`src/rtl/fetch_queue.sv`:
```
// Instruction-fetch front end: PC generator feeding a DEPTH-entry prefetch queue toward decode.
// Optional macro FETCH_ALIGN_CHECK_EN: misaligned redirects raise sticky align_err and halt fetch.
module fetch_queue #(
   parameter int unsigned       ADDR_W      = 32,
   parameter int unsigned       DATA_W      = 32,
   parameter int unsigned       DEPTH       = 4,
   parameter logic [ADDR_W-1:0] RESET_VEC   = '0,
   parameter int unsigned       INSTR_BYTES = 4
) (
   input  logic                         Clk,
   input  logic                         Reset,
   output logic [ADDR_W-1:0]            imem_addr,
   output logic                         imem_en,
   input  logic [DATA_W-1:0]            imem_rdata,
   input  logic                         redirect_valid,
   input  logic [ADDR_W-1:0]            redirect_target,
   output logic                         out_valid,
   input  logic                         out_ready,
   output logic [ADDR_W-1:0]            out_pc,
   output logic [DATA_W-1:0]            out_instr,
   output logic [$clog2(DEPTH+1)-1:0]   count,
   output logic                         align_err
);

   localparam int unsigned       CNT_W      = $clog2(DEPTH + 1);
   localparam int unsigned       PTR_W      = $clog2(DEPTH);
   localparam logic [ADDR_W-1:0] PC_STEP    = ADDR_W'(INSTR_BYTES);
   localparam logic [ADDR_W-1:0] ALIGN_MASK = ~(ADDR_W'(INSTR_BYTES - 1));
   localparam logic [PTR_W-1:0]  LAST_PTR   = PTR_W'(DEPTH - 1);

   typedef struct packed {
      logic [ADDR_W-1:0] pc;
      logic [DATA_W-1:0] instr;
   } entry_t;

   entry_t            q_mem [DEPTH];
   logic [ADDR_W-1:0] fetch_pc;
   logic [PTR_W-1:0]  rd_ptr;
   logic [PTR_W-1:0]  wr_ptr;
   logic              not_full;
   logic              push;
   logic              pop;

   // Handshake and fetch-enable decode; redirect voids any same-cycle handshake
   always_comb begin
      not_full  = (count != CNT_W'(DEPTH));
      imem_en   = (not_full | out_ready) & ~align_err;
      out_valid = (count != '0) & ~redirect_valid;
      pop       = out_valid & out_ready;
      push      = imem_en & ~redirect_valid & (not_full | pop);
   end

   assign imem_addr = fetch_pc;
   assign out_pc    = q_mem[rd_ptr].pc;
   assign out_instr = q_mem[rd_ptr].instr;

   // PC, pointers and occupancy; redirect outranks push and pop
   always_ff @(posedge Clk or posedge Reset) begin
      if (Reset) begin
         fetch_pc <= RESET_VEC;
         count    <= '0;
         rd_ptr   <= '0;
         wr_ptr   <= '0;
      end else if (redirect_valid) begin
         fetch_pc <= redirect_target & ALIGN_MASK;
         count    <= '0;
         rd_ptr   <= '0;
         wr_ptr   <= '0;
      end else begin
         if (push) begin
            fetch_pc <= fetch_pc + PC_STEP;
            wr_ptr   <= (wr_ptr == LAST_PTR) ? '0 : wr_ptr + PTR_W'(1);
         end
         if (pop) begin
            rd_ptr <= (rd_ptr == LAST_PTR) ? '0 : rd_ptr + PTR_W'(1);
         end
         count <= count + CNT_W'(push) - CNT_W'(pop);
      end
   end

   // Entry storage is cleared on reset so the head never reads X
   always_ff @(posedge Clk or posedge Reset) begin
      if (Reset) begin
         for (int i = 0; i < int'(DEPTH); i++) begin
            q_mem[i] <= '0;
         end
      end else if (push) begin
         q_mem[wr_ptr] <= '{pc: fetch_pc, instr: imem_rdata};
      end
   end

`ifdef FETCH_ALIGN_CHECK_EN
   logic redirect_aligned;

   assign redirect_aligned = ~|(redirect_target & ~ALIGN_MASK);

   // Sticky until an aligned redirect or reset
   always_ff @(posedge Clk or posedge Reset) begin
      if (Reset) begin
         align_err <= 1'b0;
      end else if (redirect_valid) begin
         align_err <= ~redirect_aligned;
      end
   end
`else
   assign align_err = 1'b0;
`endif

endmodule

```
`config.mk`:
```
export PLATFORM = sky130hd
export DESIGN_NAME = fetch_queue
export DESIGN_NICKNAME = d
export VERILOG_FILES = /design/src/rtl/fetch_queue.sv
export SDC_FILE = /design/constraint.sdc
export NUM_CORES = 1
export LEC_CHECK = 0
export ABC_CLOCK_PERIOD_IN_PS = 8980
export CORE_UTILIZATION = 40
export DETAILED_ROUTE_END_ITERATION = 10
export GPL_ROUTABILITY_DRIVEN = 0
export PLACE_DENSITY = 0.65
export REMOVE_ABC_BUFFERS = 1
export SLEW_MARGIN = 20
export SYNTH_ARGS = -nofsm -noshare
export SYNTH_HDL_FRONTEND = slang
export SYNTH_SLANG_ARGS = --single-unit
```
`constraint.sdc`:
```
create_clock -name Clk -period 8.98 [get_ports Clk]
set_input_delay 1.796 -clock Clk [delete_from_list [all_inputs] [get_ports Clk]]
set_output_delay 1.796 -clock Clk [all_outputs]
set_load 0.02 [all_outputs]
```
==> impl_metrics.yaml <==
sta:
  worst_slack_ns: 3.20
  fin_setup_tns_ns: 0
  fmax_ghz: 0.173
  setup_violations: 0
  rsz0062_at_grt: "no"
  relSlewSlack: 0.284
  tightest_slew_ns: 1.07
  drv_slew: 0
  holdWs_ns: 0.499
  min_period_ns: 5.78
  skew_ns: 0.0176
  hold_viol: 0
  period_share: 0.644
clocking:
  cts_buffer_depth: 3
  clockRootBuffer: "clkbuf_16"
  clock_latency_ns: 0.50
  tritoncts: "done"
  clk_pin_slew_ns: 0.05
  htreeDepth: 2
  postCtsHoldBufs: 0
  postCtsResizedCells: 0
  cts_sinks: 285
  postCtsSetupBuffers: 0
  cts_buffers: 34
logic_synthesis:
  ys_types: 47
  syn_avg_cell_area_um2: 14.8
  ys.flop_type: "dfrtp_1"
  ys_seq_elements: 285
  yosys_warnings: 0
  synth_area_mm2: 0.0130
  synth_edf_count: 0
  synthCells: 875
  async_reset_ff_frac: 1.00
  yosysSeqAreaShare: 0.550
pwr:
  leakage_nw: 6.33
  p_seq_frac: 0.398
  power_density_mw_per_mm2: 350
  internal_power_mw: 3.89
  total_power_mw: 5.59
  power_frac_clock: 0.237
  combPwrFrac: 0.366
  vdd_drop_max_mv: 0.162
  p_sw_frac: 0.304
  power_switching_mw: 1.70
floorplan:
  die-area_mm2: 0.0331
  dieWidth_um: 182
  start_util: 0.409
  rows: 65
  boundaryPins: 170
  die_y_um: 182
  coreArea_mm2: 0.0317
global_route:
  gr-total-overflow: 0
  grt_pass1_wl_um: 47500
  grt_use_total: 0.184
  grt_pass1_vias: 8115
  antenna_found_initial: 2
  grt_start_max_net_pins: 102
critical_path:
  worstPathCellList: "clkdlybuf4s50_1 > nor4b_4 > inv_2 > clkdlybuf4s50_1"
  crit_type: "input port to output pin"
  crit_arrival_ns: 3.98
  cpMaxStageDelayCell: "nor4b_4"
  start_kind: "input port"
  endpoint_kind: "output pin"
  crit_required_ns: 7.18
  cp_max_fo: 17
  crit_path_frequent_cell: "clkdlybuf4s50_1"
  max_stage_delay_ns: 0.84
placement:
  dp_hpwl_um: 17200
  dpl_worst_slack_ns: 3.21
  post_dp_cell_area_mm2: 0.0149
  dp.cells: 1381
  port_buffers: 162
route:
  dr.pass1.iters: 4
  drc: 0
  wl_per_cell_um: 20.4
  drt_wl_total_um: 29300
  antenna_left: 0
  viasPerCell: 5.43
  vias: 7819
  drt-initial-drc-count: 329
cells_and_area:
  final_cells: 1439
  nets: 1093
  fin_util: 0.503
  drive_above_1_share: 0.373
  final_common_cell: "dfrtp_1"
  postLayoutCellArea_mm2: 0.0160
  fillerInstances: 2730
  diodes: 0
  area_growth_syn_to_layout_pct: 23.2
  mostFrequentLayoutCells: "283 x dfrtp_1, 249 x mux2_2, 161 x clkdlybuf4s50_1"
flow_run:
  cap_violations: 0
min_path:
  min_path_type: "flop to flop"
run_status:
  outcome: "finished, final reports clean"
## routing by layer
metal	routed length [µm]	vias up	track usage
li1	-	3520	-
met4	433	2	0.0420
met1	13800	4091	0.264
met3	1400	42	0.0347
met2	13700	164	0.289
met5	11	-	0
## registers in the layout, summed over array words and instances (netlist names)
signal / count
rd_ptr: 2
q_mem: 248
imem_addr: 30
wr_ptr: 2
count: 3
## synthesized netlist by cell type (9+ instances only)
| master | instances | share of area |
|---|---|---|
| o31ai_1 | 9 | 0.0052 |
| nand2_1 | 27 | 0.0078 |
| nor2_1 | 24 | 0.0070 |
| mux4_2 | 62 | 0.11 |
| buf_2 | 32 | 0.012 |
| a31oi_1 | 11 | 0.0053 |
| inv_1 | 9 | 0.0026 |
| dfrtp_1 | 285 | 0.55 |
| o21ai_0 | 18 | 0.0070 |
| or4_1 | 11 | 0.0064 |
| nand3_1 | 16 | 0.0062 |
| mux2_2 | 249 | 0.22 |
| xnor2_1 | 9 | 0.0061 |
| clkbuf_1 | 25 | 0.0072 |
## kinds of logic (layout without fill, tap and decap cells)
logic type / after synthesis / in the layout / synth area share
xor+xnor: 13 / 13 / 0.00879
buf+inv: 82 / 240 / 0.0289
fa+ha+maj: 9 / 9 / 0.00927
flops: 285 / 285 / 0.550
other cells: 1 / 5 / 0.000289
compound gates: 50 / 50 / 0.0242
mux: 312 / 312 / 0.325
simple gates: 123 / 123 / 0.0533
## power by group through the flow
stage	sequential, mW	combinational (mW)	clock (mW)
final	2.22	2.04	1.32
after global routing	2.31	2.18	1.41
after CTS	2.23	2.08	1.36
after detailed placement	2.24	2.07	0
after global placement	2.22	2.03	0
after floorplan	2.17	1.36	0
## layout make-up
cell class	count	area (µm²)	share of cell area
Timing Repair Buffer	173	1710	0.107
Inverter	10	45.0	0.00282
Sequential cell	285	7140	0.447
Multi-Input combinational cell	512	5490	0.344
Clock inverter	5	30.0	0.00188
Clock buffer	52	1050	0.0659
Tap cell	402	503	0.0315
## critical path, delay by kind of cell
family	cells	cell delay [ns]
buffers and inverters	3	1.34
and+or+nand+nor	1	0.84
## final timing paths
check	startpoint	to	slack, ns	depth (start not counted)
max	out_ready	imem_en	3.20	4
max reg2reg	count[1]	q_mem[80]	6.04	5
min	q_mem[144]	q_mem[144]	0.50	1
min in group asynchronous	Reset	q_mem[73]	1.82	2
max in group asynchronous	Reset	q_mem[189]	5.74	3
min reg2reg	q_mem[144]	q_mem[144]	0.50	1
No activity file was read; power rests on OpenSTA's default activity.
